==> config.mk <==
export PLATFORM = sky130hd
export DESIGN_NAME = pla_sop_eval_pipe
export DESIGN_NICKNAME = d
export VERILOG_FILES = /design/src/rtl/pla_pkg.sv /design/src/rtl/pla_and_plane.sv /design/src/rtl/pla_sop_eval_pipe.sv
export SDC_FILE = /design/constraint.sdc
export NUM_CORES = 1
export LEC_CHECK = 0
export CORE_ASPECT_RATIO = 0.5
export CORE_MARGIN = 1
export CORE_UTILIZATION = 55
export DETAILED_ROUTE_END_ITERATION = 12
export GPL_TIMING_DRIVEN = 1
export MAX_ROUTING_LAYER = met4
export PLACE_DENSITY = 0.75
export SYNTH_ARGS = -nofsm -noshare
export SYNTH_HDL_FRONTEND = slang
export SYNTH_HIERARCHICAL = 1
export SYNTH_SLANG_ARGS = --single-unit
==> constraint.sdc <==
create_clock -name clk -period 1.5 [get_ports clk]
set_input_delay 0.15 -clock clk [delete_from_list [all_inputs] [get_ports clk]]
set_output_delay 0.15 -clock clk [all_outputs]
set_load 0.03 [all_outputs]
==> src/rtl/pla_pkg.sv <==
// rtl/pla_pkg.sv - shared types and helpers for the PLA sum-of-products evaluator
//
// Purpose: default geometry of the evaluator, the cube record layout and the
// cube-address-width helper used by the top level.
// Ports: none (package).

package pla_pkg;

  localparam int PLA_N_IN   = 21;
  localparam int PLA_N_CUBE = 16;
  localparam int PLA_N_OUT  = 1;

  // One product-term slot: care mask, literal values, output mask, valid bit.
  typedef struct packed {
    logic                 valid;
    logic [PLA_N_OUT-1:0] omask;
    logic [PLA_N_IN-1:0]  val;
    logic [PLA_N_IN-1:0]  care;
  } cube_t;

  localparam int CUBE_W = $bits(cube_t);

  // Cube address width; a single-slot table still gets a 1-bit address.
  function automatic int pla_aw(input int n_cube);
    return (n_cube <= 2) ? 1 : $clog2(n_cube);
  endfunction

endpackage

==> src/rtl/pla_and_plane.sv <==
// rtl/pla_and_plane.sv - combinational N_CUBE-way cube match of one input vector
//
// Purpose: AND-plane of the evaluator; flags every valid slot whose cared-for
// literals all agree with the vector.
// Ports:
//   vec     in  N_IN             input vector
//   care    in  N_CUBE x N_IN    per-slot care masks
//   val     in  N_CUBE x N_IN    per-slot literal values
//   slot_v  in  N_CUBE           per-slot valid bits
//   hit     out N_CUBE           per-slot match

module pla_and_plane
  import pla_pkg::*;
#(
  parameter int N_IN   = PLA_N_IN,
  parameter int N_CUBE = PLA_N_CUBE
) (
  input  logic [N_IN-1:0]              vec,
  input  logic [N_CUBE-1:0][N_IN-1:0]  care,
  input  logic [N_CUBE-1:0][N_IN-1:0]  val,
  input  logic [N_CUBE-1:0]            slot_v,
  output logic [N_CUBE-1:0]            hit
);

  // A valid slot with an all-zero care mask matches everything.
  always_comb begin
    hit = '0;
    for (int k = 0; k < N_CUBE; k++) begin
      hit[k] = slot_v[k] & ~(|((vec ^ val[k]) & care[k]));
    end
  end

endmodule

==> src/rtl/pla_sop_eval_pipe.sv <==
// rtl/pla_sop_eval_pipe.sv - runtime-programmable sum-of-products evaluator, 2-stage pipe
//
// Purpose: holds a programmable cube table and streams input vectors through an
// AND-plane register and an OR-plane register with valid/ready flow control.
// Ports:
//   clk, rst_n                        clock, async active-low reset
//   cfg_we/cfg_addr/cfg_care/cfg_val/cfg_omask   write one cube slot
//   cfg_clr                           invalidate all slots (wins over cfg_we)
//   out_pol                           per-output inversion, sampled at stage-2 load
//   in_valid/in_ready/in_data         input vector stream
//   out_valid/out_ready/out_data      result stream

module pla_sop_eval_pipe
  import pla_pkg::*;
#(
  parameter  int N_IN   = PLA_N_IN,
  parameter  int N_CUBE = PLA_N_CUBE,
  parameter  int N_OUT  = PLA_N_OUT,
  localparam int AW     = pla_aw(N_CUBE)
) (
  input  logic              clk,
  input  logic              rst_n,
  input  logic              cfg_we,
  input  logic [AW-1:0]     cfg_addr,
  input  logic [N_IN-1:0]   cfg_care,
  input  logic [N_IN-1:0]   cfg_val,
  input  logic [N_OUT-1:0]  cfg_omask,
  input  logic              cfg_clr,
  input  logic [N_OUT-1:0]  out_pol,
  input  logic              in_valid,
  output logic              in_ready,
  input  logic [N_IN-1:0]   in_data,
  output logic              out_valid,
  input  logic              out_ready,
  output logic [N_OUT-1:0]  out_data
);

  // Cube table; only the valid bits are reset.
  logic [N_CUBE-1:0][N_IN-1:0]  care_q, care_d;
  logic [N_CUBE-1:0][N_IN-1:0]  val_q, val_d;
  logic [N_CUBE-1:0][N_OUT-1:0] omask_q, omask_d;
  logic [N_CUBE-1:0]            slot_v_q, slot_v_d;

  // Pipeline state.
  logic                         s1_v_q, s1_v_d;
  logic                         s2_v_q, s2_v_d;
  logic [N_CUBE-1:0][N_OUT-1:0] term1_q, term1_d;
  logic [N_OUT-1:0]             out_data_q, out_data_d;

  logic                         cfg_hit;
  logic [N_CUBE-1:0]            hit;
  logic                         s1_load;
  logic                         s2_load;
  logic [N_OUT-1:0]             y;

  assign cfg_hit = cfg_we & (32'(cfg_addr) < N_CUBE);

  pla_and_plane #(
    .N_IN   (N_IN),
    .N_CUBE (N_CUBE)
  ) u_and_plane (
    .vec    (in_data),
    .care   (care_q),
    .val    (val_q),
    .slot_v (slot_v_q),
    .hit    (hit)
  );

  assign in_ready  = ~s1_v_q | ~s2_v_q | out_ready;
  assign s1_load   = in_valid & in_ready;
  assign s2_load   = s1_v_q & (~s2_v_q | out_ready);
  assign out_valid = s2_v_q;
  assign out_data  = out_data_q;

  // Table update: the match above reads the pre-write table, so a vector
  // accepted in the same cycle as a write sees the old contents.
  always_comb begin
    care_d   = care_q;
    val_d    = val_q;
    omask_d  = omask_q;
    slot_v_d = slot_v_q;
    if (cfg_hit) begin
      care_d[cfg_addr]  = cfg_care;
      val_d[cfg_addr]   = cfg_val;
      omask_d[cfg_addr] = cfg_omask;
    end
    if (cfg_clr) begin
      slot_v_d = '0;
    end else if (cfg_hit) begin
      slot_v_d[cfg_addr] = 1'b1;
    end
  end

  // Stage 1 captures each hit already gated by its slot's output mask, so a
  // rewrite of that slot while the vector is in flight cannot change its result.
  always_comb begin
    s1_v_d  = s1_load | (s1_v_q & ~s2_load);
    term1_d = term1_q;
    if (s1_load) begin
      for (int k = 0; k < N_CUBE; k++) begin
        term1_d[k] = {N_OUT{hit[k]}} & omask_q[k];
      end
    end
  end

  // OR-plane with per-output polarity.
  always_comb begin
    y = '0;
    for (int k = 0; k < N_CUBE; k++) begin
      y = y | term1_q[k];
    end
    y = y ^ out_pol;
  end

  always_comb begin
    s2_v_d     = s2_load | (s2_v_q & ~out_ready);
    out_data_d = s2_load ? y : out_data_q;
  end

  always_ff @(posedge clk) begin
    care_q  <= care_d;
    val_q   <= val_d;
    omask_q <= omask_d;
  end

  always_ff @(posedge clk or negedge rst_n) begin
    if (!rst_n) begin
      slot_v_q   <= '0;
      s1_v_q     <= 1'b0;
      s2_v_q     <= 1'b0;
      term1_q    <= '0;
      out_data_q <= '0;
    end else begin
      slot_v_q   <= slot_v_d;
      s1_v_q     <= s1_v_d;
      s2_v_q     <= s2_v_d;
      term1_q    <= term1_d;
      out_data_q <= out_data_d;
    end
  end

endmodule

### Word level (Yosys, flattened, before mapping)

Index checks and enable logic that the tools add are counted.
Widths: inputs -> output; s select.

* flip-flop bits (word level): 723
* word-level logic and storage cells: 207
* output and inout port bits: 3

* mux-type cells: 9
* bitwise operators: 110
* order comparisons: 2
* reduce and logical (&&, ||, !) cells: 18

Operators with widths (number)
* $bwmux 336: 2
* $and 21x21->21: 16
* $reduce_or 21->1: 16
* $xor 21x21->21: 16
* $demux 21 s4: 1
* $and 1x1->1: 36
* $mux 16: 2
* $mux 21: 1
* $not 1->1: 20
* $or 1x1->1: 20
* $bwmux 16: 1
* $or 16x16->16: 1
* $lt 4x5->1 const B: 1
* $demux 1 s4: 1
* $ge 4x1->1 const B: 1
* $reduce_bool 2->1: 1
* $logic_and 1x1->1: 1
* $mux 1: 1
* $xor 1x1->1: 1

### Depth between registers and ports, before layout

* depth after elaboration: 16
* depth in mapped cells: 9
* mapped depth without buffers: 7

### Cells and area by module

The synthesis kept the hierarchy.

By module, submodules not included
* pla_sop_eval_pipe: area each 22099.9 um^2, cells each 845, instances 1
* pla_and_plane: area each 4979.8 um^2, cells each 618, instances 1

### Least setup slack after synthesis

OpenSTA, ideal clock, no wires.

* path kind: in2reg
* from: input cfg_addr[0]
* to: register care_q[42] (netlist bit) (enable)
* stages: 2
* buffers on the path: 0
* setup slack: -2.354 ns
* arrival time: 3.355 ns
* cells stage by stage: nand3b_1 -> nor3_1

RTL lines
* start, declared: line pla_sop_eval_pipe.sv:24 `input logic [AW-1:0] cfg_addr,`
* end signal, assigned: line pla_sop_eval_pipe.sv:121 `care_q <= care_d;`
* end, declared: line pla_sop_eval_pipe.sv:39 `logic [N_CUBE-1:0][N_IN-1:0] care_q, care_d;`

### Worst setup path in the final report

* from: register val_q[43] (netlist bit)
* to: register term1_q[2] (netlist bit)

* cells in the longest elaborated chain, start to end: 6

RTL lines
* start, declared: line pla_sop_eval_pipe.sv:40 `logic [N_CUBE-1:0][N_IN-1:0] val_q, val_d;`
* start signal, assigned: line pla_sop_eval_pipe.sv:122 `val_q <= val_d;`
* $xor 21x21->21: line pla_and_plane.sv:29 `hit[k] = slot_v[k] & ~(|((vec ^ val[k]) & care[k]));`
* $and 21x21->21: line pla_and_plane.sv:29
* $reduce_or 21->1: line pla_and_plane.sv:29
* $not 1->1: line pla_and_plane.sv:29
* $and 1x1->1: line pla_and_plane.sv:29
* via hit[2]: line pla_sop_eval_pipe.sv:51 `logic [N_CUBE-1:0] hit;`
* $and 1x1->1: line pla_sop_eval_pipe.sv:101 `term1_d[k] = {N_OUT{hit[k]}} & omask_q[k];`
* end signal, assigned: line pla_sop_eval_pipe.sv:137 `term1_q <= term1_d;`
* end, declared: line pla_sop_eval_pipe.sv:47 `logic [N_CUBE-1:0][N_OUT-1:0] term1_q, term1_d;`

The timed path passes the listed nets, and every way through them passes these cells.
A chain may end at the register's enable or synchronous reset.

==> metrics.yaml <==
layout:
  final_cells: 2450
  utilization: 0.682
  layout_common_cells: "edfxtp_1 (688), xor2_1 (336), buf_4 (140), a22oi_1 (99), clkdlybuf4s50_1 (73)"
  diodes: 0
  nNetsFinal: 1826
  syn2layout_area_growth_pct: 22.3
  final_common_cell: "edfxtp_1"
  drive_above_1_share: 0.209
sta:
  period_share: 1.21
  rsz0062_at_grt: "true"
  slew_viol_final: 0
  slew_headroom: 0.586
  max_freq_ghz: 0.551
  hold_viol_final: 0
  finalClockSkew_ns: 0.0245
  min_period_ns: 1.82
  worstMarginPinSlew_ns: 0.618
  timing.final.ws_setup_ns: -0.315
  setup-violations-final: 17
drt:
  wirelength_mm: 61.5
  dr.pass1.iters: 9
  drc: 0
  viasPerCell: 5.75
  postRouteAntennaNets: 0
  avgRoutedWirePerCell_um: 25.1
  drt_iter0_markers: 1323
  dr_total_vias: 14100
global_route:
  grt_max_degree: 45
  grt_pass1_vias: 14400
  grt_usage: 0.257
  antenna_found_initial: 0
  grt_overflow: 0
  grt_pass1_wl_mm: 90.7
synthesis:
  ys_seq_area_frac: 0.795
  synth_compound_area_frac: 0.0523
  synth_top_family_by_area: "XOR/XNOR gates"
  yosysWarnings: 6
  syn_nets: 1538
  syn_avg_cell_area_um2: 18.5
  ys_types: 27
  synth_adder_area_share: 0
  synth_area_um2: 27100
  muxShareOfSynthArea: 0
  synth-xor-area-share: 0.109
  synth-simple-area-share: 0.0331
  ys_seq_elements: 723
  synthesis.instances: 1463
setup_path:
  cp_num_cells: 8
  critPathCaptureType: "flip-flop"
  required_ns: 2.02
  cp.buffers_inverters: 1
  path_cells: "xor2_1, a22o_1, a221oi_2, buf_4, nand3_4, nor3_4, nand2_1, o21ai_1"
  cp_top_family: "compound AO/OA/AOI/OAI gates"
  critPathKind: "reg2reg"
  crit_slowest_cell: "edfxtp_1"
  reg2reg_depth: 8
  start_kind: "flip-flop"
  path_max_fanout: 1
  cpPeakStageDelay_ns: 0.41
  arrival_ns: 2.34
clock_network:
  htreeDepth: 2
  tritoncts: "built"
  numCtsBuffers: 59
  cts_buffer_depth: 3
  path_clk_slew_ns: 0.07
  cts_sinks: 723
  cts_setup_buffers: 0
  clockRootBuffer: "clkbuf_16"
  insertion_delay_ns: 0.62
floorplanning:
  ioPinCount: 78
  rows: 57
  start_util: 0.558
  dieArea_um2: 50200
  design.core.area_um2: 48600
  fp.dieH_um: 159
  die_w_um: 316
place:
  routabilityCongestion: 0.834
  dp_cells: 2341
  numPortBuffers: 77
  dp_hpwl_mm: 38.1
power:
  vdd_drop_max_uv: 905
  powerDensity_nw_per_um2: 1250
  p_leak_nw: 11.4
outcome:
  violations: "setup timing"
  status: "complete, but fails checks"
worst_hold_path:
  hp-class: "in2reg"
  hold_depth: 2
flow_run:
  cap_violations: 0
==> through the flow <==
step | power (mW) | setup slack, ns | cell area, µm² | hold WS [ns] | TNS [ns]
floorplan | 24.1 | -0.604 | 27200 | -0.146 | -214.86
CTS | 41.4 | -0.258 | 33000 | 0.124 | -2.33
finish | 41.4 | -0.315 | 33100 | 0.140 | -2.83
detailed placement | 25.6 | -0.940 | 30700 | 0.473 | -253.81
global route | 42.5 | -0.407 | 33100 | 0.124 | -3.99
global placement | 25.4 | -0.884 | 30700 | 0.464 | -226.55
==> cell families after synthesis <==
family,after synthesis
DFF,723
xor gates and xnor gates,337
and+or+nand+nor,179
AOI/OAI and AO/OA,177
buffers and inverters,47
==> worst paths after layout <==
| kind | start | end | slack [ns] |
|---|---|---|---|
| worst max-delay path | val_q[43]$_DFFE_PP_ | term1_q[2]$_DFFE_PN0P_ | -0.32 |
| worst min-delay path | in_valid | s1_v_q$_DFF_PN0_ | 0.14 |
| worst max register to register | val_q[43]$_DFFE_PP_ | term1_q[2]$_DFFE_PN0P_ | -0.32 |
| worst min register to register | omask_q[3]$_DFFE_PP_ | term1_q[3]$_DFFE_PN0P_ | 0.50 |
| max in group asynchronous | rst_n | term1_q[11]$_DFFE_PN0P_ | 0.78 |
| min in group asynchronous | rst_n | out_valid$_DFF_PN0_ | 0.47 |
==> flip-flops by register name, summed over array words and instances, names as in the netlist <==
register and cells:
out_valid 1, care_q 336, s1_v_q 1, val_q 336, omask_q 16, out_data 1
term1_q 16, slot_v_q 16
==> final cells by class <==
cell class | count | area [µm²]
multi-input combinational | 693 | 5800
clock buffer | 87 | 1710
sequential | 723 | 21500
timing repair buffer | 274 | 2930
tap | 649 | 812
fill | 2885 | 15500
clock inverter | 24 | 330
==> timing repair <==
action | CTS | global route
hold buffers | 1 | 0
endpoints found under the setup margin | 19 | 18
pin swaps | 62 | 16
gates resized for setup | 66 | 16
endpoints found under the hold margin | 35 | 0
==> metal layers <==
layer  up-vias  GRT usage  wire length (µm)
met5         -          -                 0
met4         0     0.0635              1250
met3       104     0.0553              5560
met2       603      0.382             28700
met1      7205      0.367             26000
li1       6173          -                 -
==> Yosys cell counts <==
cell type	count	area, µm²
a221oi_1	21	184
nor3_2	9	90.1
buf_6	5	56.3
nor3_1	10	50.1
nand3_1	31	155
xnor2_1	1	8.76
dfrtp_1	35	876
or3b_4	1	11.3
a22o_1	30	263
nand3b_1	3	22.5
nand2b_1	5	31.3
buf_4	2	15.0
buf_2	37	185
clkbuf_1	2	7.51
a22oi_1	100	751
edfxtp_1	688	20700
a221oi_2	9	135
o21ai_0	7	35.0
nand4_1	19	119
nor3_4	1	16.3
nor2_1	38	143
nor4_1	4	25.0
xor2_1	336	2940
nor2_2	6	37.5
buf_8	1	15.0
o21ai_1	10	50.1
nand2_1	52	195
==> power breakdown <==
| part | internal (mW) | switching (mW) | total [mW] |
|---|---|---|---|
| clock network | 9.28 | 6.80 | 16.1 |
| logic | 1.09 | 1.54 | 2.63 |
| registers | 22.5 | 0.150 | 22.7 |
Power figures use the tool's default switching activity.
